===== src/rtl/instr_fetch_if.sv =====
`default_nettype none
// ============================================================================
// Module      : instr_fetch_if
// Description : Bundles the fetch-control inputs, the instruction handshake
//               and the instruction-memory bus of the fetch stage. Buses use
//               [0:N-1] ordering with bit 0 as the MSB.
// Revision    : 1.0 - initial release
// ============================================================================
interface instr_fetch_if #(
    parameter int ADDRESS_SIZE = 32,
    parameter int DATA_SIZE    = 32
);
    // Fetch control
    logic                    fetch_en;
    logic                    redirect;
    logic [0:ADDRESS_SIZE-1] redirect_pc;

    // Instruction handshake towards decode
    logic                    insn_ready;
    logic                    insn_valid;
    logic [0:DATA_SIZE-1]    insn_out;
    logic [0:ADDRESS_SIZE-1] pc_out;

    // Instruction memory bus
    logic [0:ADDRESS_SIZE-1] mem_addr;
    logic                    mem_en;
    logic                    mem_wren;
    logic [0:1]              mem_acc_size;
    logic [0:DATA_SIZE-1]    mem_d_out;
    logic                    mem_busy;

    // Fetch unit side
    modport master (
        input  fetch_en, redirect, redirect_pc, insn_ready, mem_d_out, mem_busy,
        output insn_valid, insn_out, pc_out, mem_addr, mem_en, mem_wren, mem_acc_size
    );

    // Environment side (control, decode and memory)
    modport slave (
        output fetch_en, redirect, redirect_pc, insn_ready, mem_d_out, mem_busy,
        input  insn_valid, insn_out, pc_out, mem_addr, mem_en, mem_wren, mem_acc_size
    );
endinterface
`default_nettype wire


===== src/rtl/instr_fetch.sv =====
`default_nettype none
// ============================================================================
// Module      : instr_fetch
// Description : Instruction fetch stage. Issues word reads to instruction
//               memory, captures the returned word at the end of the request
//               cycle and presents it on a valid/ready handshake. Supports a
//               one-cycle redirect pulse that overrides any in-flight read.
// Revision    : 1.0 - initial release
// ============================================================================
module instr_fetch #(
    parameter int                      ADDRESS_SIZE = 32,
    parameter int                      DATA_SIZE    = 32,
    parameter logic [0:ADDRESS_SIZE-1] START_PC     = 32'h80020000
) (
    input  wire logic    clk,
    input  wire logic    rst_n,
    instr_fetch_if.master bus
);

    typedef enum logic [0:0] {
        IDLE  = 1'b0,
        FETCH = 1'b1
    } state_t;

    localparam logic [0:ADDRESS_SIZE-1] c_PC_STEP = ADDRESS_SIZE'(4);

    // Registered state
    state_t                  r_state;
    logic [0:ADDRESS_SIZE-1] r_pc;
    logic [0:ADDRESS_SIZE-1] r_mem_addr;
    logic                    r_mem_en;
    logic                    r_insn_valid;
    logic [0:DATA_SIZE-1]    r_insn_out;
    logic [0:ADDRESS_SIZE-1] r_pc_out;

    // Next-state values
    state_t                  w_state_nx;
    logic [0:ADDRESS_SIZE-1] w_pc_nx;
    logic [0:ADDRESS_SIZE-1] w_mem_addr_nx;
    logic                    w_mem_en_nx;
    logic                    w_insn_valid_nx;
    logic [0:DATA_SIZE-1]    w_insn_out_nx;
    logic [0:ADDRESS_SIZE-1] w_pc_out_nx;

    // Helpers
    logic                    w_slot_free;
    logic                    w_capture;
    logic [0:ADDRESS_SIZE-1] w_next_addr;
    logic [0:ADDRESS_SIZE-1] w_redirect_tgt;

    // Output slot can take a new word when empty or being drained this cycle.
    assign w_slot_free    = !r_insn_valid || bus.insn_ready;
    assign w_capture      = (r_state == FETCH) && !bus.mem_busy && w_slot_free;
    // Wraps naturally modulo 2^ADDRESS_SIZE.
    assign w_next_addr    = r_mem_addr + c_PC_STEP;
    // Targets are word aligned: the two least significant bits are dropped.
    assign w_redirect_tgt = {bus.redirect_pc[0:ADDRESS_SIZE-3], 2'b00};

    // State and datapath registers, cleared asynchronously.
    always_ff @(posedge clk or negedge rst_n) begin
        if (!rst_n) begin
            r_state      <= IDLE;
            r_pc         <= START_PC;
            r_mem_addr   <= START_PC;
            r_mem_en     <= 1'b0;
            r_insn_valid <= 1'b0;
            r_insn_out   <= '0;
            r_pc_out     <= '0;
        end else begin
            r_state      <= w_state_nx;
            r_pc         <= w_pc_nx;
            r_mem_addr   <= w_mem_addr_nx;
            r_mem_en     <= w_mem_en_nx;
            r_insn_valid <= w_insn_valid_nx;
            r_insn_out   <= w_insn_out_nx;
            r_pc_out     <= w_pc_out_nx;
        end
    end

    // Next-state and datapath decisions; redirect overrides everything else.
    always_comb begin
        w_state_nx      = r_state;
        w_pc_nx         = r_pc;
        w_mem_addr_nx   = r_mem_addr;
        w_mem_en_nx     = r_mem_en;
        w_insn_valid_nx = r_insn_valid;
        w_insn_out_nx   = r_insn_out;
        w_pc_out_nx     = r_pc_out;

        // A word handed over this cycle leaves the slot unless refilled below.
        if (r_insn_valid && bus.insn_ready) begin
            w_insn_valid_nx = 1'b0;
        end

        if (bus.redirect) begin
            // Drop any in-flight read and any word still waiting in the slot.
            w_pc_nx         = w_redirect_tgt;
            w_mem_addr_nx   = w_redirect_tgt;
            w_insn_valid_nx = 1'b0;
            w_state_nx      = bus.fetch_en ? FETCH : IDLE;
            w_mem_en_nx     = bus.fetch_en;
        end else begin
            case (r_state)
                IDLE: begin
                    if (bus.fetch_en) begin
                        w_state_nx    = FETCH;
                        w_mem_addr_nx = r_pc;
                        w_mem_en_nx   = 1'b1;
                    end
                end
                FETCH: begin
                    // Without a capture the same address is simply re-read.
                    if (w_capture) begin
                        w_insn_out_nx   = bus.mem_d_out;
                        w_pc_out_nx     = r_mem_addr;
                        w_insn_valid_nx = 1'b1;
                        w_pc_nx         = w_next_addr;
                        if (bus.fetch_en) begin
                            w_mem_addr_nx = w_next_addr;
                        end else begin
                            w_state_nx  = IDLE;
                            w_mem_en_nx = 1'b0;
                        end
                    end
                end
                default: begin
                    w_state_nx  = IDLE;
                    w_mem_en_nx = 1'b0;
                end
            endcase
        end
    end

    assign bus.insn_valid   = r_insn_valid;
    assign bus.insn_out     = r_insn_out;
    assign bus.pc_out       = r_pc_out;
    assign bus.mem_addr     = r_mem_addr;
    assign bus.mem_en       = r_mem_en;
    assign bus.mem_wren     = 1'b0;
    assign bus.mem_acc_size = 2'b10;

endmodule
`default_nettype wire

===== src/flat_wrapper.sv =====
// flat-port wrapper written by rule: the top's interface ports become plain ports
module instr_fetch_flat 
#(
    parameter int                      ADDRESS_SIZE = 32,
    parameter int                      DATA_SIZE    = 32,
    parameter logic [0:ADDRESS_SIZE-1] START_PC     = 32'h80020000
)
  (clk, rst_n, bus_fetch_en, bus_redirect, bus_redirect_pc, bus_insn_ready, bus_mem_d_out, bus_mem_busy, bus_insn_valid, bus_insn_out, bus_pc_out, bus_mem_addr, bus_mem_en, bus_mem_wren, bus_mem_acc_size);
  instr_fetch_if #(.ADDRESS_SIZE(ADDRESS_SIZE), .DATA_SIZE(DATA_SIZE)) bus_i ();
  input  wire logic clk;
  input  wire logic rst_n;
  input wire logic [$bits(bus_i.fetch_en)-1:0] bus_fetch_en;
  input wire logic [$bits(bus_i.redirect)-1:0] bus_redirect;
  input wire logic [$bits(bus_i.redirect_pc)-1:0] bus_redirect_pc;
  input wire logic [$bits(bus_i.insn_ready)-1:0] bus_insn_ready;
  input wire logic [$bits(bus_i.mem_d_out)-1:0] bus_mem_d_out;
  input wire logic [$bits(bus_i.mem_busy)-1:0] bus_mem_busy;
  output wire logic [$bits(bus_i.insn_valid)-1:0] bus_insn_valid;
  output wire logic [$bits(bus_i.insn_out)-1:0] bus_insn_out;
  output wire logic [$bits(bus_i.pc_out)-1:0] bus_pc_out;
  output wire logic [$bits(bus_i.mem_addr)-1:0] bus_mem_addr;
  output wire logic [$bits(bus_i.mem_en)-1:0] bus_mem_en;
  output wire logic [$bits(bus_i.mem_wren)-1:0] bus_mem_wren;
  output wire logic [$bits(bus_i.mem_acc_size)-1:0] bus_mem_acc_size;
  assign bus_i.fetch_en = bus_fetch_en;
  assign bus_i.redirect = bus_redirect;
  assign bus_i.redirect_pc = bus_redirect_pc;
  assign bus_i.insn_ready = bus_insn_ready;
  assign bus_i.mem_d_out = bus_mem_d_out;
  assign bus_i.mem_busy = bus_mem_busy;
  assign bus_insn_valid = bus_i.insn_valid;
  assign bus_insn_out = bus_i.insn_out;
  assign bus_pc_out = bus_i.pc_out;
  assign bus_mem_addr = bus_i.mem_addr;
  assign bus_mem_en = bus_i.mem_en;
  assign bus_mem_wren = bus_i.mem_wren;
  assign bus_mem_acc_size = bus_i.mem_acc_size;
  instr_fetch #(.ADDRESS_SIZE(ADDRESS_SIZE), .DATA_SIZE(DATA_SIZE), .START_PC(START_PC)) u_core (.clk(clk), .rst_n(rst_n), .bus(bus_i));
endmodule

===== config.mk =====
export PLATFORM = sky130hd
export DESIGN_NAME = instr_fetch_flat
export DESIGN_NICKNAME = d
export VERILOG_FILES = /design/src/rtl/instr_fetch_if.sv /design/src/rtl/instr_fetch.sv /design/src/flat_wrapper.sv
export SDC_FILE = /design/constraint.sdc
export NUM_CORES = 1
export LEC_CHECK = 0
export CAP_MARGIN = 20
export CELL_PAD_IN_SITES_DETAIL_PLACEMENT = 0
export CELL_PAD_IN_SITES_GLOBAL_PLACEMENT = 1
export CORE_MARGIN = 2
export CORE_UTILIZATION = 39
export DETAILED_ROUTE_END_ITERATION = 10
export PLACE_DENSITY = 0.83
export SYNTH_ARGS = -nofsm -noshare
export SYNTH_HDL_FRONTEND = slang
export SYNTH_SLANG_ARGS = --single-unit
export TNS_END_PERCENT = 1

===== constraint.sdc =====
create_clock -name clk -period 5.15 [get_ports clk]
set_input_delay 1.545 -clock clk [delete_from_list [all_inputs] [get_ports clk]]
set_output_delay 1.545 -clock clk [all_outputs]
set_load 0.03 [all_outputs]

==> results of run 1 <==
how the worst max path moves through the flow:
stage / slack [ns] / endpoint / startpoint / depth (start not counted)
2_1_floorplan: 2.27 / u_core.bus.mem_addr[12] / bus_redirect / 7
3_5_place_dp: 1.33 / u_core.r_pc[29] / bus_mem_busy / 7
3_3_place_gp: 1.38 / u_core.r_pc[29] / bus_mem_busy / 7
5_1_grt: 1.60 / u_core.r_pc[29] / bus_mem_busy / 7
6_report: 1.79 / u_core.r_pc[29] / bus_mem_busy / 7
4_1_cts: 1.79 / u_core.r_pc[29] / bus_mem_busy / 7
kinds of logic after synthesis:
kind of cell | synth area share (%)
compound gates | 17.9
mux | 1.53
flops | 50.1
other cells | 0.115
xor+xnor | 2.27
buf+inv | 4.36
fa+ha+maj | 0.191
simple gates | 23.5
placed cells by master (no fill, tap or decap), types with 6 or more instances in the layout:
cell type / synthesis / routed
a21boi_0: 6 / 6
a21o_1: 6 / 6
a21oi_1: 35 / 34
a31oi_1: 9 / 9
and3_1: 11 / 11
buf_4: 3 / 14
clkbuf_16: 0 / 17
clkdlybuf4s50_1: 0 / 163
dfrtp_1: 127 / 127
inv_1: 9 / 9
mux2i_1: 10 / 10
nand2_1: 233 / 232
nand3_1: 21 / 21
nand4_1: 9 / 9
nor2_1: 35 / 33
nor3_1: 7 / 7
nor4_1: 6 / 6
o21ai_0: 67 / 67
o311a_1: 7 / 7
o31a_1: 8 / 8
o31ai_1: 10 / 10
xnor2_1: 10 / 10
xor2_1: 7 / 7
power by group through the flow:
| stage | sequential, mW | clock (mW) | combinational (mW) |
|---|---|---|---|
| final | 1.36 | 1.25 | 1.01 |
| after global routing | 1.39 | 1.31 | 1.09 |
| after CTS | 1.36 | 1.27 | 1.02 |
| after detailed placement | 1.37 | 0 | 1.02 |
| after global placement | 1.37 | 0 | 1.01 |
| after floorplan | 1.61 | 0 | 0.320 |
routing by layer:
metal | wire length, µm | global-route usage (%)
met4 | 297 | 7.27
met5 | 0 | 0
met3 | 961 | 4.00
met2 | 8800 | 34.4
met1 | 9130 | 31.0
sequential cells by signal, indices dropped and copies added, names as in the netlist:
signal and cells:
u_core.r_pc 32, u_core.bus.mem_addr 32, u_core.bus.mem_en 1, u_core.bus.pc_out 32
u_core.bus.insn_out 32, u_core.bus.insn_valid 1, u_core.r_state 1
final cells by class:
type	count	area share [%]
clock buffers	22	5.29
clock inverters	10	1.45
inverters	9	0.377
multi-input cells	561	33.4
flip-flops and latches	131	36.6
well taps	220	3.07
repair buffers	180	19.8
worst max-delay path: cells and delay by family:
| family | cells | cell delay [ns] |
|---|---|---|
| and+or+nand+nor | 3 | 0.99 |
| AOI/OAI and AO/OA | 2 | 0.27 |
| buffers and inverters | 2 | 0.81 |
==> qor.csv, run 1 <==
stage;metric;value;unit
run_status;status;finished, final reports clean;
logic_synthesis;Synth top area share;48.5;%
sta;RSZ-0062 raised after global routing;false;
global_routing;number of global-route vias before repair;5819;
clocking;Clock Pin Slew Worst Setup and Hold Paths;0.06;ns
sta;setup ws final;1.79;ns
sta;final hold vios;0;
clocking;TritonCTS clock tree;done;
detailed_routing;drt first pass iters;6;
power;Cell Int Power;2.42;mW
floorplan;die area;17800;µm²
clocking;clock latency on the worst-skew pair;0.43;ns
power;power per cell area;404;nW/µm²
place;buffers added on ports;165;
place;placed cells;1101;
hold_path;Worst Hold End;u_core.bus.insn_out[7];
logic_synthesis;cell taking the most area after synthesis;dfrtp_1;
logic_synthesis;synthesized flop and latch total;131;
hold_path;Hold Path Cell Cnt;2;
global_routing;first-pass GRT wire length;31.1;mm
critical_path;reg2reg path depth;6;
clocking;Post-CTS Setup Bufs;0;
sta;worst rel slew slack;28.8;%
cells_and_area;Finished Layout Cells;1133;
place;DP Worst Slack;1.33;ns
floorplan;Core Area;16500;µm²
logic_synthesis;Post-synth top cells;nand2_1, dfrtp_1, o21ai_0;
critical_path;cell chain of the critical path;clkdlybuf4s50_1 > nand2b_1 > nand2b_1 > buf_4 > nor2_1 > a211oi_1 > a21oi_1;
logic_synthesis;register area share after synthesis;50.1;%
cells_and_area;Multi-input gate area;3000;µm²
clocking;Root Buffer Master;clkbuf_16;
sta;fin crit share;65.2;%
sta;Period minus WS final;3.36;ns
detailed_routing;first-iteration detailed-routing DRC count;448;
flow_run;# Max-Cap Violations;0;
detailed_routing;Total Wirelength;19.2;mm
sta;FMAX;298;MHz
global_routing;largest net degree at the start of global routing;97;
hold_path;Worst Hold Class;register to register;
power;Total Power;3.62;mW
clocking;Clock Tree Buf Depth;2;
global_routing;initial antenna violation count;0;
detailed_routing;Remaining DRCs;0;
floorplan;Ports;171;
cells_and_area;Filler Cell Count;1551;
logic_synthesis;Unique masters post-synth;52;
floorplan;Die W;134;µm
sta;worst hold slack;0.468;ns
logic_synthesis;Post-synth ARST share;100;%
power;VDD IR max;0.254;mV
detailed_routing;DR vias/cell;5.32;
detailed_routing;WL/cell;16.9;µm
logic_synthesis;top cells by area, synth;dfrtp_1, nand2_1, o21ai_0, clkbuf_1, a21oi_1;
global_routing;Total GRT Usage;22.0;%
global_routing;GRT overflow;0;
critical_path;slowest CP cell;nand2b_1;
sta;Final setup viols;0;
sta;Worst Tran Pin Value;1.06;ns
cells_and_area;final net count;971;
critical_path;R2R Path End;u_core.bus.mem_addr[3];
clocking;Post-CTS Hold Fix Bufs;0;
detailed_routing;Antenna Nets Post-Route;0;
power;Sw Share;33.2;%
critical_path;CP max stage delay;0.78;ns
cells_and_area;storage element area;3280;µm²
power;Leakage;3.92;nW
critical_path;worst-path fanout max;20;
cells_and_area;utilization after layout;54.3;%
logic_synthesis;Mapped Cells;761;
critical_path;Worst EP required;5.42;ns
critical_path;startpoint types;primary input;
sta;Final TNS setup;0;ns
clocking;Num CTS Buffers;17;
power;Flop pwr share;37.6;%
logic_synthesis;synth warn;0;
detailed_routing;via count;6025;
clocking;CTS H-tree lvls;4;
logic_synthesis;most frequent cell after synthesis;nand2_1;
power;NetSw;1.20;mW
power;Clock Power Share;34.4;%
cells_and_area;growth of design area from synthesis to finish;37.0;%
floorplan;initial core utilization;39.6;%
critical_path;RR Startpoint;u_core.bus.mem_addr[29];
cells_and_area;share of layout cells above drive strength 1;7.34;%
critical_path;Setup CP Type;primary input to register;
logic_synthesis;Post-synth EDFFs;0;
floorplan;die height;134;µm
place;placed cell area;8360;µm²
clocking;# resized after CTS;0;
logic_synthesis;mean area per synthesized cell;8.60;µm²
cells_and_area;# diodes;0;
critical_path;crit path DAT;3.63;ns
critical_path;Critical Path End Type;register;
place;DP HPWL;12.0;mm
place;gp weighted congestion;0.764;
logic_synthesis;Top FF cell, synth;dfrtp_1;
critical_path;reg2reg setup slack;2.49;ns
power;Comb pwr share;28.0;%
clocking;Num Clock Sinks;131;
cells_and_area;final instance area;8970;µm²
logic_synthesis;Mapped Area;6550;µm²
sta;Final Skew;0.00709;ns
critical_path;Worst path most repeated cell;nand2b_1;
floorplan;row cnt;47;
sta;Max Slew Vio Count;0;
hold_path;HP Start;u_core.bus.insn_out[7];
No activity file was read; power rests on OpenSTA's default activity.
==> run 2, diff against run 1 <==
--- a/config.mk
+++ b/config.mk
@@ -9,9 +9,9 @@
 export CELL_PAD_IN_SITES_DETAIL_PLACEMENT = 0
 export CELL_PAD_IN_SITES_GLOBAL_PLACEMENT = 1
 export CORE_MARGIN = 2
-export CORE_UTILIZATION = 39
+export CORE_UTILIZATION = 36
 export DETAILED_ROUTE_END_ITERATION = 10
-export PLACE_DENSITY = 0.83
+export PLACE_DENSITY = 0.77
 export SYNTH_ARGS = -nofsm -noshare
 export SYNTH_HDL_FRONTEND = slang
 export SYNTH_SLANG_ARGS = --single-unit
==> constraint.sdc (replaced) <==
create_clock -name clk -period 3.1 [get_ports clk]
set_input_delay 0.93 -clock clk [delete_from_list [all_inputs] [get_ports clk]]
set_output_delay 0.93 -clock clk [all_outputs]
set_load 0.03 [all_outputs]
==> run 2 against run 1 <==
Effect of this change:
- combinational power grew 72%
- via count rose by 0.68%
- total power rose by 65%
- design area rose by 2.0%
- largest power group unchanged
==> qor.csv, run 2 (synthesis results as in run 1) <==
stage;metric;value;unit
floorplan;Core Area;17900;µm²
detailed_routing;DR vias/cell;5.22;
clocking;CTS H-tree lvls;4;
power;Cell Int Power;4.01;mW
global_routing;Total GRT Usage;20.9;%
critical_path;startpoint types;register;
cells_and_area;most frequent cells in the layout;nand2_1, clkdlybuf4s50_1, dfrtp_1, o21ai_0, a21oi_1;
cells_and_area;most common cell after layout, fill and taps aside;nand2_1;
cells_and_area;Multi-input gate area;3000;µm²
critical_path;Critical Path End Type;primary output;
sta;setup ws final;0.388;ns
critical_path;Worst EP required;2.17;ns
sta;Period minus WS final;2.71;ns
floorplan;row cnt;49;
sta;Max Slew Vio Count;0;
critical_path;CP max stage delay;0.76;ns
sta;Final TNS setup;0;ns
detailed_routing;Total Wirelength;19.7;mm
sta;RSZ-0062 raised after global routing;false;
clocking;Num Clock Sinks;131;
clocking;Num CTS Buffers;17;
clocking;clock latency on the worst-skew pair;0.42;ns
detailed_routing;drt first pass iters;5;
clocking;TritonCTS clock tree;done;
power;Leakage;4.03;nW
global_routing;number of global-route vias before repair;5894;
cells_and_area;storage element area;3280;µm²
global_routing;GRT overflow;0;
clocking;Root Buffer Master;clkbuf_16;
clocking;Clock Pin Slew Worst Setup and Hold Paths;0.06;ns
detailed_routing;Antenna Nets Post-Route;0;
floorplan;die area;19300;µm²
critical_path;worst-path fanout max;10;
place;DP Worst Slack;0.335;ns
place;DP HPWL;13.5;mm
clocking;Clock Tree Buf Depth;2;
sta;fin crit share;87.5;%
sta;FMAX;369;MHz
power;NetSw;1.97;mW
critical_path;crit path DAT;1.78;ns
sta;worst rel slew slack;52.9;%
hold_path;Worst Hold Class;primary input to async pin;
place;buffers added on ports;165;
flow_run;# Max-Cap Violations;0;
sta;final hold vios;0;
clocking;Post-CTS Setup Bufs;0;
cells_and_area;growth of design area from synthesis to finish;39.7;%
detailed_routing;via count;6066;
critical_path;Setup CP Type;register to primary output;
clocking;# resized after CTS;0;
critical_path;cell chain of the critical path;clkdlybuf4s50_1;
cells_and_area;final net count;991;
cells_and_area;# diodes;0;
power;Flop pwr share;37.5;%
power;VDD IR max;0.410;mV
cells_and_area;share of layout cells above drive strength 1;9.01;%
sta;Worst Tran Pin Value;0.704;ns
detailed_routing;Remaining DRCs;0;
critical_path;critical path's top delay family;buffers and inverters;
cells_and_area;Filler Cell Count;1724;
floorplan;Ports;171;
critical_path;Worst Path Buf+Inv;1;
power;Clock Power Share;33.4;%
global_routing;largest net degree at the start of global routing;48;
power;Sw Share;33.0;%
sta;Final Skew;0.00722;ns
global_routing;initial antenna violation count;0;
place;gp weighted congestion;0.799;
floorplan;die height;139;µm
sta;Final setup viols;0;
clocking;Post-CTS Hold Fix Bufs;0;
power;power per cell area;654;nW/µm²
floorplan;Die W;139;µm
detailed_routing;first-iteration detailed-routing DRC count;473;
run_status;status;finished, final reports clean;
critical_path;slowest CP cell;clkdlybuf4s50_1;
floorplan;initial core utilization;36.6;%
detailed_routing;WL/cell;17.0;µm
global_routing;first-pass GRT wire length;32.5;mm
power;Comb pwr share;29.1;%
## run 2: changes by cell type in the layout (fill, tap and decap cells not counted), sizes merged
| cell | delta |
|---|---|
| bufinv | -1 |
| clkinvlp | -2 |
| clkinv | -2 |
| buf | +20 |
| clkbuf | +4 |
## run 2: final timing paths
path | slack, ns | cells past startpoint | from | end
worst max register to register | 0.52 | 6 | u_core.bus.mem_addr[29] | u_core.r_pc[9]
max in group asynchronous | 1.96 | 2 | rst_n | u_core.r_pc[14]
min in group clk | 0.47 | 2 | u_core.bus.insn_out[11] | u_core.bus.insn_out[11]
worst min register to register | 0.47 | 2 | u_core.bus.insn_out[11] | u_core.bus.insn_out[11]
worst max-delay path | 0.39 | 1 | u_core.bus.mem_addr[22] | bus_mem_addr[9]
worst min-delay path | 0.46 | 1 | rst_n | u_core.bus.pc_out[3]
## run 2: final cells by class
type / instances / area share [%]
Clock inverter: 5 / 0.821
Tap cell: 229 / 3.13
Inverter: 9 / 0.369
Clock buffer: 26 / 5.57
Sequential cell: 131 / 35.9
Multi-Input combinational cell: 561 / 32.8
Timing Repair Buffer: 200 / 21.4
## run 2: stage by stage
stage | util, % | hold slack, ns | cell area, µm² | instances | power, mW
3_5_place_dp | 47.8 | 0.461 | 8560 | 1130 | 4.02
2_1_floorplan | - | 0.489 | 6550 | 762 | 3.20
3_3_place_gp | 47.8 | 0.457 | 8560 | 1130 | 4.01
4_1_cts | 51.1 | 0.455 | 9150 | 1161 | 6.06
6_report | 51.1 | 0.459 | 9150 | 1161 | 5.98
5_1_grt | 51.1 | 0.474 | 9150 | 1161 | 6.28
## run 2: metal layers
metal | track usage [%] | vias to the layer above | wire, µm
met2 | 33.0 | 167 | 9230
met5 | 0 | - | 0
met3 | 4.11 | 20 | 936
li1 | - | 2957 | -
met1 | 29.6 | 2922 | 9270
met4 | 5.79 | 0 | 244
## run 2: power by group through the flow
stage	clock network [mW]	logic (mW)	registers, mW
2_1_floorplan	0	0.532	2.67
3_3_place_gp	0	1.74	2.26
3_5_place_dp	0	1.75	2.27
4_1_cts	2.05	1.76	2.24
5_1_grt	2.12	1.87	2.29
6_report	2.00	1.74	2.24
